<file path="src/rtl/fifo_drain_arbiter.sv">
// Round-robin read scheduler that drains NUM_FIFOS fixed-latency FIFOs into one registered stream,
// bursting on one FIFO, tagging each read with its source and checking returns against the tags.
module fifo_drain_arbiter #(
  parameter int NUM_FIFOS    = 4,
  parameter int WIDTH        = 16,
  parameter int READ_LATENCY = 4,
  parameter int MAX_BURST    = 8
) (
  input  logic                         clk,
  input  logic                         rst,
  input  logic [NUM_FIFOS-1:0]         fifoEmpties,
  output logic [NUM_FIFOS-1:0]         readRequests,
  input  logic [NUM_FIFOS*WIDTH-1:0]   fifoDatas,
  input  logic [NUM_FIFOS-1:0]         fifoDataValids,
  input  logic                         slowDown,
  output logic [WIDTH-1:0]             dataOut,
  output logic                         dataOutValid,
  output logic [$clog2(NUM_FIFOS)-1:0] dataOutSource,
  output logic                         protocolError
);
  localparam int SRC_W = $clog2(NUM_FIFOS);
  localparam int CNT_W = $clog2(MAX_BURST + 1);

  typedef enum logic {IDLE, BURST} state_t;
  typedef struct packed {
    logic             valid;
    logic             drop;
    logic [SRC_W-1:0] src;
  } tag_t;

  state_t           state, stateNext;
  logic [SRC_W-1:0] pointer, pointerNext, pointerInc, searchBase, cand;
  logic [CNT_W-1:0] burstCount, burstCountNext;
  logic             found, atLimit, burstEnd, grant, errNow;
  logic [NUM_FIFOS-1:0] expectMask;
  tag_t             tagPipe [READ_LATENCY];
  tag_t             tagOut;

  function automatic logic [SRC_W-1:0] wrapIndex(input logic [SRC_W-1:0] base,
                                                 input int unsigned offset);
    int unsigned sum;
    sum = 32'(base) + offset;
    if (sum >= 32'(NUM_FIFOS)) sum = sum - 32'(NUM_FIFOS);
    return SRC_W'(sum);
  endfunction

  assign pointerInc = (pointer == SRC_W'(NUM_FIFOS - 1)) ? '0 : pointer + SRC_W'(1);
  assign atLimit    = (state == BURST) && (burstCount == CNT_W'(MAX_BURST));
  // At the burst limit the search starts past the pointer, so a FIFO that is still
  // non-empty cannot take the next grant ahead of the others.
  assign searchBase = atLimit ? pointerInc : pointer;
  assign burstEnd   = fifoEmpties[pointer] || slowDown || atLimit;
  assign grant      = !rst && !slowDown && found;

  always_comb begin
    found = 1'b0;
    cand  = '0;
    for (int unsigned i = 0; i < NUM_FIFOS; i++) begin
      if (!found && !fifoEmpties[wrapIndex(searchBase, i)]) begin
        found = 1'b1;
        cand  = wrapIndex(searchBase, i);
      end
    end
  end

  always_comb begin
    readRequests = '0;
    if (grant) readRequests[cand] = 1'b1;
  end

  always_comb begin
    stateNext      = state;
    pointerNext    = pointer;
    burstCountNext = burstCount;
    case (state)
      IDLE: begin
        if (grant) begin
          stateNext      = BURST;
          pointerNext    = cand;
          burstCountNext = CNT_W'(1);
        end
      end
      BURST: begin
        if (!burstEnd) begin
          burstCountNext = burstCount + CNT_W'(1);
        end else if (grant) begin
          pointerNext    = cand;
          burstCountNext = CNT_W'(1);
        end else begin
          stateNext      = IDLE;
          pointerNext    = pointerInc;
          burstCountNext = '0;
        end
      end
      default: stateNext = IDLE;
    endcase
  end

  always_ff @(posedge clk) begin
    if (rst) begin
      state      <= IDLE;
      pointer    <= '0;
      burstCount <= '0;
    end else begin
      state      <= stateNext;
      pointer    <= pointerNext;
      burstCount <= burstCountNext;
    end
  end

  // On reset, live tags become drop markers so stale returns are absorbed silently.
  always_ff @(posedge clk) begin
    if (rst) begin
      tagPipe[0] <= '0;
      for (int unsigned i = 1; i < READ_LATENCY; i++)
        tagPipe[i] <= '{valid: 1'b0, drop: tagPipe[i-1].valid | tagPipe[i-1].drop,
                        src: tagPipe[i-1].src};
    end else begin
      tagPipe[0] <= '{valid: grant, drop: 1'b0, src: cand};
      for (int unsigned i = 1; i < READ_LATENCY; i++)
        tagPipe[i] <= tagPipe[i-1];
    end
  end

  assign tagOut = tagPipe[READ_LATENCY-1];

  always_comb begin
    expectMask = '0;
    if (tagOut.valid || tagOut.drop) expectMask[tagOut.src] = 1'b1;
    errNow = (tagOut.valid && !fifoDataValids[tagOut.src]) || (|(fifoDataValids & ~expectMask));
  end

  always_ff @(posedge clk) begin
    if (rst) begin
      dataOutValid  <= 1'b0;
      dataOutSource <= '0;
      protocolError <= 1'b0;
    end else begin
      dataOutValid <= tagOut.valid;
      if (tagOut.valid) dataOutSource <= tagOut.src;
      if (errNow) protocolError <= 1'b1;
    end
  end

  always_ff @(posedge clk) begin
    if (tagOut.valid) dataOut <= fifoDatas[WIDTH*tagOut.src +: WIDTH];
  end

endmodule
</file>
<file path="config.mk">
export PLATFORM = sky130hd
export DESIGN_NAME = fifo_drain_arbiter
export DESIGN_NICKNAME = d
export VERILOG_FILES = /design/src/rtl/fifo_drain_arbiter.sv
export SDC_FILE = /design/constraint.sdc
export NUM_CORES = 1
export LEC_CHECK = 0
export CORE_MARGIN = 8
export CORE_UTILIZATION = 41
export CTS_CLUSTER_DIAMETER = 150
export DETAILED_ROUTE_END_ITERATION = 16
export PLACE_DENSITY_LB_ADDON = 0.3
export SLEW_MARGIN = 40
export SYNTH_ARGS = -nofsm -noshare
export SYNTH_HDL_FRONTEND = slang
export SYNTH_SLANG_ARGS = --single-unit
</file>
<file path="constraint.sdc">
create_clock -name clk -period 3.39 [get_ports clk]
set_clock_uncertainty 0.05 [all_clocks]
set_input_delay 1.017 -clock clk [delete_from_list [all_inputs] [get_ports clk]]
set_output_delay 1.017 -clock clk [all_outputs]
set_load 0.03 [all_outputs]
</file>
; ---- Word level (Yosys, flattened, before mapping)
; Memory sizes are Yosys's and may differ from the RTL's.
; Cells that the tools add are included.
[word_totals]
reg_bits = 27
latchBits = 0
mem_bits_rw = 16
rom_bits = 0
input_bits = 75
output_inout_bits = 24
elab_cells = 118
n_memories = 1
[classes]
n_addsub = 9
multipliers = 0
div = 0
order_cmp = 13
eq_ne = 4
shifts = 1
n_mux = 50
n_bitwise = 10
n_reduce_logical = 23
[mem_list]
columns = name, depth, width, rd, rd_ports_with_merged_regs, write_ports, line_no
row1 = tagPipe, 4, 4, 4, 0, 4, 36  ; tag_t tagPipe [READ_LATENCY];
[op_table]
columns = cell, count
row1 = 64-bit by 7-bit variable part select with 16-bit output, 1
row2 = 4-bit 2-to-1 mux, 8
row3 = 2-bit 2-to-1 mux, 13
row4 = 2-bit by 3-bit < comparator with 1-bit output (second input constant), 7
row5 = 1-bit 2-to-1 mux, 18
row6 = 1-bit binary-select mux with 2-bit select, 6
row7 = 3-bit greater-or-equal comparator (second input constant), 3
row8 = 1-bit logical AND, 9
row9 = 1-bit zero test, 8
row10 = 4-bit one-hot mux with 2 select lines, 1
row11 = 2-bit by 1-bit subtractor with 2-bit output (second input constant), 4
row12 = 1-bit bitwise OR, 7
row13 = 2-bit by 2-bit adder with 3-bit output (second input constant), 2
row14 = 4-bit by 1-bit adder with 4-bit output (second input constant), 1
row15 = 4-bit AND, 1
row16 = 1-bit demux with 2-bit select, 2
row17 = 4-bit equality test (second input constant), 1
row18 = 2-bit by 1-bit greater-or-equal comparator with 1-bit output (second input constant), 2
row19 = 1-bit logical OR, 4
row20 = 4-bit NOT, 1
row21 = 2-bit one-hot mux with 2 select lines, 1
row22 = 4-bit OR reduction, 1
row23 = 2-bit by 1-bit adder with 3-bit output (second input constant), 1
row24 = 2-bit by 3-bit greater-or-equal comparator with 1-bit output (second input constant), 1
row25 = 7 further kinds, 7

; ---- Depth between registers and ports, before layout
; Gate-level depths: netlist (run 1).
[depth]
ltp_word = 22
ltp_mapped = 8
mapped_depth_nobuf = 7

; ---- Worst setup path before layout (run 1)
; OpenSTA, ideal clock, no wires.
[synth_timing]
kind = input-to-output
startpoint = input port fifoEmpties[3]
endpoint = output port readRequests[2]
t_arrival_ps = 2636
required_time_ps = 2323
path_slack_ps = -313
path_stages = 5
path_buffers = 0
path_cell_list = and4bb_2 > mux2_2 > a221oi_1 > o21bai_1 > nor3b_1
[synth_via]
elab_chain_cells = 16
elab_cells_between_ends = 31
cone_classes = order compare: 2 / mux: 19 / reduce/logical: 10
[synth_lines]
columns = item, line_no
row1 = start: declaration, 11  ; input logic [NUM_FIFOS-1:0] fifoEmpties,
row2 = 1-bit binary-select mux with 2-bit select, 59  ; if (!found && !fifoEmpties[wrapIndex(searchBase, i)]) begin
row3 = 1-bit 2-to-1 mux (not written as such), 59
row4 = 1-bit zero test, 59
row5 = 1-bit logical AND, 59
row6 = 1-bit 2-to-1 mux, 59
row7 = 1-bit zero test, 59
row8 = 1-bit logical AND, 59
row9 = 1-bit 2-to-1 mux, 59
row10 = 1-bit zero test, 59
row11 = 1-bit logical AND, 59
row12 = 2-bit 2-to-1 mux, 59
row13 = 2-bit by 3-bit < comparator with 1-bit output (not written as such) or 2-bit by 1-bit greater-or-equal comparator with 1-bit output (tied branches), 68  ; if (grant) readRequests[cand] = 1'b1;
row14 = 1-bit logical AND (not written as such), 68
row15 = 1-bit 2-to-1 mux (not written as such), 68
row16 = 1-bit demux with 2-bit select, 68
row17 = 4-bit 2-to-1 mux *, 68
row18 = end: declaration, 12  ; output logic [NUM_FIFOS-1:0] readRequests,
; Mark *: on every way between the ends. The rest lies on a longest branch, timed or not. The select of a mux whose other input is x is not followed.

; ---- Worst setup path after layout (run 1)
; Same ends and word-level chain as after synthesis.

==> flow_metrics.py, run 1 <==
metrics = {
    "global_route": {
        "grt_max_degree": 23,
        "grt_pass1_vias": 1923,
        "grt_pass1_wl_um": 9870,
        "grt_usage": 0.172,
        "antenna_found_initial": 0,
        "grt_overflow": 0,
    },
    "routing": {
        "vias_per_cell": 5.05,
        "wire_per_inst_um": 18.4,
        "routed_wl_um": 6570,
        "first_pass_iters": 4,
        "drtIter0Drc": 60,
        "ant_nets": 0,
        "drc": 0,
        "vias": 1798,
    },
    "clock_network": {
        "numCtsBuffers": 5,
        "clk_pin_slew_ns": 0.08,
        "ctsHoldBuffers": 0,
        "cts_root_buffer": "clkbuf_8",
        "cts_num_sinks": 42,
        "cts.path.max_buffers": 2,
        "insertion_delay_ns": 0.29,
        "htree_levels": 2,
        "cts_tree": "built",
    },
    "timing": {
        "rsz0062_at_grt": "yes",
        "slew_violations": 0,
        "fmax_ghz": 0.286,
        "hold_violations": 0,
        "min_period_ns": 3.50,
        "report.final.setup_viol": 1,
        "period_share": 1.03,
        "setup_ws_ns": -0.110,
        "worstMarginPinSlew_ns": 0.595,
        "slew_headroom": 0.603,
        "setup_tns_ns": -0.110,
    },
    "status": {
        "violations": "setup timing",
        "outcome": "complete, but fails checks",
    },
    "layout": {
        "design_area_um2": 3550,
        "layout-area-overhead-vs-synth_pct": 72.1,
        "final_nets": 363,
        "drive_above_1_share": 0.325,
        "final_common_cell": "clkdlybuf4s50_1",
        "diodes": 0,
        "final_cell_mix": "clkdlybuf4s50_1 (89), buf_4 (31), dfxtp_1 (22)",
    },
    "run": {
        "drv_cap": 0,
    },
    "worst_setup_path": {
        "worst-path-stages": 8,
        "r2r_end": "pointer[1]",
        "cp_slowest_cell": "mux2_4",
        "crit_buf_inv": 3,
        "reg2reg_setup_slack_ns": 1.04,
        "critical-path-top-delay-family": "buffers and inverters",
        "endpoint": "readRequests[2]",
        "cp-end-kind": "output port",
        "slowest_delay_ns": 0.28,
        "crit_start": "fifoEmpties[3]",
        "timing.critical_path.mode_cell": "buf_4",
        "r2r_start": "pointer[1]",
        "cp.required_ns": 2.32,
        "path_max_fanout": 2,
        "cp.arrival_ns": 2.43,
        "path_cells": "buf_6, and4bb_2, mux2_4, a221oi_4, o21bai_1, buf_4, nor3b_2, buf_4",
        "startpoint_type": "primary input",
        "rr_worst_depth": 9,
        "worstSetupPathType": "primary input to output port",
    },
    "synth": {
        "yosys_warnings": 0,
        "synthFlopType": "dfxtp_1",
        "ys_types": 43,
        "syn_avg_cell_area_um2": 13.0,
        "synthArstFlopShare": 0,
        "netlist_area_um2": 2060,
        "syn_nets": 236,
        "syn_inst": 158,
        "ys_seq_elements": 42,
        "synth-edff-count": 16,
        "ys_seq_area_frac": 0.486,
    },
    "worst_hold_path": {
        "hp-class": "flop to flop",
        "holdPathStages": 0,
    },
    "floorplanning": {
        "die_width_um": 86.9,
        "std_cell_rows": 26,
        "die_height_um": 86.9,
        "start_util": 0.414,
        "dieArea_um2": 7550,
        "io_pins": 99,
        "core_area_um2": 4980,
    },
    "place": {
        "gp_congestion": 0.858,
        "dpl_cell_area_um2": 3270,
        "dp.final_hpwl_um": 4900,
        "numPortBuffers": 98,
        "pre_cts_ws_ns": -0.827,
    },
    "power_and_ir_drop": {
        "ir_worst_vdd_uv": 219,
        "p_per_area_nw_per_um2": 360,
        "leakage_uw": 0.00138,
    },
}
how the worst min path moves through the flow:
| stage | from | end | slack, ns |
|---|---|---|---|
| 3_5_place_dp | tagPipe[0][8] | tagPipe[0][12] | 0.26 |
| 2_1_floorplan | tagPipe[0][8] | tagPipe[0][12] | 0.26 |
| 5_1_grt | tagPipe[0][1] | tagPipe[0][5] | 0.28 |
| 3_3_place_gp | tagPipe[0][0] | tagPipe[0][4] | 0.26 |
| 4_1_cts | tagPipe[0][4] | tagPipe[0][8] | 0.28 |
| 6_report | tagPipe[0][4] | tagPipe[0][8] | 0.27 |
report_power, final:
group	leakage, uW	internal [uW]	total (uW)	switching (uW)
registers	0.000360	549	569	20.5
clock network	0.0000514	220	386	166
logic	0.000969	209	322	113
total	0.00138	978	1280	300
metrics by stage:
step / std cells / utilization / power [uW] / hold slack [ns]
after floorplan: 158 / - / 706 / 0.260
after global placement: 342 / 0.657 / 857 / 0.260
after detailed placement: 342 / 0.658 / 863 / 0.263
after CTS: 355 / 0.705 / 1280 / 0.278
after global routing: 356 / 0.712 / 1330 / 0.285
final: 356 / 0.712 / 1280 / 0.273
Yosys cell counts (4+ instances only):
cell / number / area, um2
mux4_2: 17 / 383
nor2b_1: 4 / 25.0
clkbuf_1: 7 / 26.3
nor2_1: 14 / 52.6
and2_1: 4 / 25.0
mux2i_1: 5 / 50.1
a21oi_1: 6 / 30.0
nor3b_1: 5 / 37.5
nand2_1: 4 / 15.0
dfxtp_1: 26 / 521
inv_1: 6 / 22.5
edfxtp_1: 16 / 480
flip-flops by register name, indices dropped and copies added, names as in the netlist:
| name | count |
|---|---|
| state | 1 |
| tagPipe | 15 |
| dataOutValid | 1 |
| pointer | 2 |
| dataOutSource | 2 |
| protocolError | 1 |
| dataOut | 16 |
| burstCount | 4 |
worst register-to-register path: cells and delay by family (launching register included):
family	cells	cell delay (ns)
buf+inv	3	0.40
fa+ha+maj	1	0.33
mux	1	0.28
compound gates	3	0.62
simple gates	1	0.24
flops	1	0.34
logic make-up (layout without fill, tap and decap cells):
| logic type | Yosys count | after routing | synth area share |
|---|---|---|---|
| muxes | 25 | 25 | 0.226 |
| adders and majority gates | 3 | 3 | 0.0182 |
| buffers and inverters | 15 | 143 | 0.0346 |
| and+or+nand+nor | 46 | 46 | 0.137 |
| AOI/OAI and AO/OA | 27 | 27 | 0.0984 |
| DFF | 42 | 42 | 0.486 |
timing repair:
item,CTS,global route
endpoints found under the setup margin,4,4
buffers inserted,5,1
gates cloned,0,0
resized for setup,34,19
pin swaps,6,5
layer usage:
layer,part of all wire,global-route usage,vias to the layer above
li1,-,-,863
met1,0.39,0.185,857
met2,0.49,0.300,71
met3,0.10,0.0642,7
met4,0.011,0.0579,0
met5,0,0,-
final cells by class:
class | instances | area [um2]
inverters | 6 | 22.5
clock buffers | 6 | 72.6
repair buffers | 129 | 1200
flip-flops and latches | 42 | 1010
fillers | 362 | 1430
clock inverters | 2 | 37.5
well taps | 70 | 87.6
multi-input cells | 101 | 1120
(Power assumes the default switching activity.)
==> inputs of run 2 (changes only) <==
CORE_ASPECT_RATIO = 0.7   (was unset)
==> run 2 against run 1 <==
The run still ends with setup timing left. Total power is 6.2% lower. Critical path depth fell by 2. Hold slack gained 0.00098 ns. Non-clock buffer count shrank 2. Clock power decreased by 21%. Core utilization is 1.8 points higher. Critical endpoint is now readRequests[0]. Largest cell class unchanged. Largest power group unchanged.
==> flow_metrics.py, run 2 (synthesis gave the netlist of run 1 again) <==
metrics = {
    "timing": {
        "slew_headroom": 0.656,
        "hold_violations": 0,
        "report.final.setup_viol": 3,
        "worstMarginPinSlew_ns": 0.516,
        "period_share": 1.02,
        "setup_ws_ns": -0.0822,
        "min_period_ns": 3.47,
        "slew_violations": 0,
        "fmax_ghz": 0.288,
        "rsz0062_at_grt": "yes",
        "setup_tns_ns": -0.207,
    },
    "worst_setup_path": {
        "path_cells": "clkdlybuf4s15_2, a221o_1, buf_4, o31ai_1, a221oi_2, buf_4",
        "timing.critical_path.mode_cell": "buf_4",
        "cp.required_ns": 2.32,
        "path_max_fanout": 6,
        "reg2reg_setup_slack_ns": 1.04,
        "slowest_delay_ns": 0.43,
        "worstSetupPathType": "primary input to output port",
        "critical-path-top-delay-family": "compound AO/OA/AOI/OAI gates",
        "crit_buf_inv": 3,
        "cp_slowest_cell": "a221o_1",
        "cp.arrival_ns": 2.41,
        "cp-end-kind": "output port",
        "startpoint_type": "primary input",
    },
    "place": {
        "dp.final_hpwl_um": 5190,
        "gp_congestion": 0.936,
        "dpl_cell_area_um2": 3270,
        "numPortBuffers": 98,
    },
    "layout": {
        "design_area_um2": 3510,
        "regMostFlops": "dataOut",
        "final_nets": 361,
        "diodes": 0,
        "layout-area-overhead-vs-synth_pct": 70.5,
        "reg.largest.list": "dataOut (16), tagPipe (15), burstCount (4)",
        "drive_above_1_share": 0.317,
        "final_cell_mix": "clkdlybuf4s50_1 (89), buf_4 (28), dfxtp_1 (21)",
        "largest_reg_flops": 16,
        "final_common_cell": "clkdlybuf4s50_1",
    },
    "run": {
        "drv_cap": 0,
    },
    "clock_network": {
        "clk_pin_slew_ns": 0.08,
        "insertion_delay_ns": 0.29,
        "cts_num_sinks": 42,
        "htree_levels": 2,
        "cts_tree": "built",
        "cts_root_buffer": "clkbuf_8",
        "cts.path.max_buffers": 2,
        "numCtsBuffers": 5,
    },
    "floorplanning": {
        "core_area_um2": 4810,
        "io_pins": 99,
        "dieArea_um2": 7590,
        "start_util": 0.429,
        "die_height_um": 75.3,
        "std_cell_rows": 21,
        "die_width_um": 101,
    },
    "global_route": {
        "grt_pass1_wl_um": 9940,
        "grt_pass1_vias": 1821,
        "antenna_found_initial": 0,
        "grt_usage": 0.172,
        "grt_overflow": 0,
        "grt_max_degree": 23,
    },
    "worst_hold_path": {
        "hp-class": "flop to flop",
    },
    "routing": {
        "wire_per_inst_um": 19.4,
        "ant_nets": 0,
        "first_pass_iters": 4,
        "vias": 1856,
        "drtIter0Drc": 117,
        "drc": 0,
        "vias_per_cell": 5.26,
        "routed_wl_um": 6840,
    },
    "status": {
        "outcome": "complete, but fails checks",
        "violations": "setup timing",
    },
    "power_and_ir_drop": {
        "p_total_uw": 1200,
        "leakage_uw": 0.00136,
        "ir_worst_vdd_uv": 378,
        "p_per_area_nw_per_um2": 341,
    },
}
==> run 2: power by group <==
| group | internal [uW] | switching (uW) | leakage (uW) |
|---|---|---|---|
| clock | 142 | 163 | 0.0000426 |
| combinational | 206 | 116 | 0.000953 |
| sequential | 549 | 22.2 | 0.000360 |
==> run 2: per-layer routing <==
layer  GRT usage  wire length, um
met2       0.285             3220
met4      0.0250               45
met5           0                0
met1       0.221             2890
met3      0.0547              680
==> run 2: stage by stage <==
stage                util  cells  setup slack [ns]  hold slack (ns)
finish              0.731    353           -0.0822            0.274
global route        0.731    353            -0.185            0.285
CTS                 0.713    352            -0.104            0.281
detailed placement  0.680    341            -0.783            0.263
global placement    0.680    341            -0.750            0.260
floorplan               -    158            -0.100            0.260
==> run 2: final cells by class <==
class	count	area, um2
clock buffers	6	72.6
clock inverters	2	8.76
fillers	327	1290
inverters	6	22.5
multi-input cells	101	1110
flip-flops and latches	42	1010
well taps	69	86.3
repair buffers	127	1200
==> run 2: worst paths after layout <==
kind,start,to,cells after the start
setup / recovery,fifoEmpties[1],readRequests[0],6
hold / removal,tagPipe[0][9],tagPipe[0][13],0
setup reg to reg,pointer[0],pointer[0],6
hold reg to reg,tagPipe[0][9],tagPipe[0][13],0
==> run 2: repair_timing <==
item | 4_1_cts | 5_1_grt
endpoints found under the setup margin | 4 | 4
buffers inserted | 4 | 1
gates resized for setup | 29 | 22
hold buffers | 0 | 0
pin swaps | 6 | 5
==> inputs of run 3 (changes only) <==
CORE_MARGIN = 4   (was 8)
==> run 3 against run 2 <==
The run still ends with setup timing left. Total power up 5.3%. First-iteration DRC count down 38%. Sequential cell count unchanged. Worst setup slack worse by 0.048 ns. Sequential power down 1%. Combinational power about the same. Global-route usage up 2.1 points. Hold slack better by 0.0033 ns. Core utilization up 0.052 points. Design area about the same. Non-clock buffer count down 1. Sequential share of layout area down 0.056 points. Highest routed layer unchanged.
==> flow_metrics.py, run 3 (synthesis gave the netlist of run 1 again) <==
metrics = {
    "timing": {
        "min_period_ns": 3.52,
        "period_share": 1.04,
        "rsz0062_at_grt": "yes",
        "setup_ws_ns": -0.131,
        "slew_violations": 0,
        "worstMarginPinSlew_ns": 0.503,
        "report.final.setup_viol": 3,
        "hold_violations": 0,
        "fmax_ghz": 0.284,
        "slew_headroom": 0.665,
    },
    "routing": {
        "maxUsedRoutingLayer": "met4",
        "drc": 0,
        "first_pass_iters": 4,
        "wl_met2_um": 2800,
        "wl_met1_um": 2570,
        "route.met3.wl_um": 467,
        "vias_per_cell": 5.10,
        "wire_per_inst_um": 16.8,
        "vias": 1795,
        "routed_wl_um": 5920,
        "drtIter0Drc": 73,
        "ant_nets": 0,
    },
    "clock_network": {
        "numCtsBuffers": 5,
        "clk_pin_slew_ns": 0.06,
        "ctsHoldBuffers": 0,
        "htree_levels": 2,
        "cts_num_sinks": 42,
        "cts_root_buffer": "clkbuf_8",
        "cts_tree": "built",
        "insertion_delay_ns": 0.29,
        "cts.path.max_buffers": 2,
    },
    "worst_setup_path": {
        "crit_start": "fifoEmpties[3]",
        "r2r_start": "pointer[0]",
        "cp_slowest_cell": "mux2_4",
        "endpoint": "readRequests[2]",
        "reg2reg_setup_slack_ns": 1.01,
        "cp-end-kind": "output port",
        "timing.critical_path.mode_cell": "buf_4",
        "cp.arrival_ns": 2.45,
        "startpoint_type": "primary input",
        "r2r_end": "pointer[1]",
        "path_cells": "buf_6, and4bb_2, mux2_4, a221oi_4, o21bai_1, buf_4, nor3b_2, buf_4",
        "rr_worst_depth": 5,
        "worstSetupPathType": "primary input to output port",
        "slowest_delay_ns": 0.28,
        "path_max_fanout": 2,
        "cp.required_ns": 2.32,
    },
    "place": {
        "gp_congestion": 0.822,
        "dp.final_hpwl_um": 4590,
        "placedCellCount": 341,
        "numPortBuffers": 98,
    },
    "layout": {
        "final_util": 0.731,
        "layout-area-overhead-vs-synth_pct": 70.6,
        "fin_cells": 352,
        "diodes": 0,
        "fill_cells": 322,
        "final_common_cell": "clkdlybuf4s50_1",
        "largest_reg_flops": 16,
        "final_cell_mix": "clkdlybuf4s50_1 (89), buf_4 (30), dfxtp_1 (22)",
        "register_area_um2": 1010,
        "multiInputGateArea_um2": 1110,
        "final_nets": 360,
        "regMostFlops": "dataOut",
        "drive_above_1_share": 0.304,
        "reg.largest.list": "dataOut (16), tagPipe (15), burstCount (4)",
    },
    "global_route": {
        "grt_overflow": 0,
        "antenna_found_initial": 0,
        "grt_max_degree": 23,
        "grt_pass1_vias": 1791,
        "grt_usage": 0.193,
        "grt_pass1_wl_um": 9250,
    },
    "floorplanning": {
        "std_cell_rows": 21,
        "dieArea_um2": 6240,
        "die_height_um": 67.3,
        "io_pins": 99,
        "start_util": 0.429,
        "core_area_um2": 4810,
        "die_width_um": 92.7,
    },
    "worst_hold_path": {
        "hp-class": "flop to flop",
        "holdPathStages": 0,
    },
    "run": {
        "drv_cap": 0,
    },
    "status": {
        "outcome": "complete, but fails checks",
        "violations": "setup timing",
    },
    "power_and_ir_drop": {
        "p_per_area_nw_per_um2": 359,
        "ir_worst_vdd_uv": 275,
        "leakage_uw": 0.00136,
    },
}
run 3: how the worst min path moves through the flow:
stage | from | endpoint
after floorplan | tagPipe[0][8] | tagPipe[0][12]
after global placement | tagPipe[0][4] | tagPipe[0][8]
after detailed placement | tagPipe[0][4] | tagPipe[0][8]
after CTS | tagPipe[0][4] | tagPipe[0][8]
after global routing | tagPipe[0][1] | tagPipe[0][5]
final | tagPipe[0][4] | tagPipe[0][8]
run 3: area by class of cell:
cell class              count  share of cell area
clock buffers               7              0.0217
clock inverters             1             0.00854
inverters                   6             0.00641
multi-input cells         101               0.316
flip-flops and latches     42               0.286
well taps                  69              0.0246
repair buffers            126               0.337
run 3: through the flow:
step                      TNS, ns  total power (uW)  hold WS (ns)  setup WS [ns]  instance area [um2]
after CTS                  -0.127              1250         0.278         -0.126                 3440
final                      -0.163              1260         0.278         -0.131                 3520
after detailed placement    -2.01               864         0.263         -0.765                 3270
after global routing       -0.384              1320         0.286         -0.183                 3520
after global placement      -1.96               859         0.262         -0.747                 3270
after floorplan            -0.100               706         0.260         -0.100                 2070
run 3: worst max-delay path, delay by kind of cell:
family	cells	cell delay (ns)
AO/OA/AOI/OAI	2	0.34
buffers and inverters	3	0.44
multiplexers	1	0.28
AND/OR/NAND/NOR	2	0.39
run 3: routing by layer:
layer  vias up  global-route usage
met5         -                   0
met4         0              0.0439
met3        11              0.0546
met2        73               0.322
met1       850               0.254
li1        861                   -
run 3: repair_timing:
item | in CTS | in global routing
pin swaps | 4 | 9
setup endpoints to repair | 4 | 4
endpoints found under the hold margin | 0 | 0
gates resized for setup | 26 | 19
setup buffers | 4 | 0
run 3: power breakdown:
part | total (uW) | switching, uW | internal [uW]
logic | 320 | 116 | 204
clock network | 376 | 156 | 220
registers | 565 | 15.8 | 549
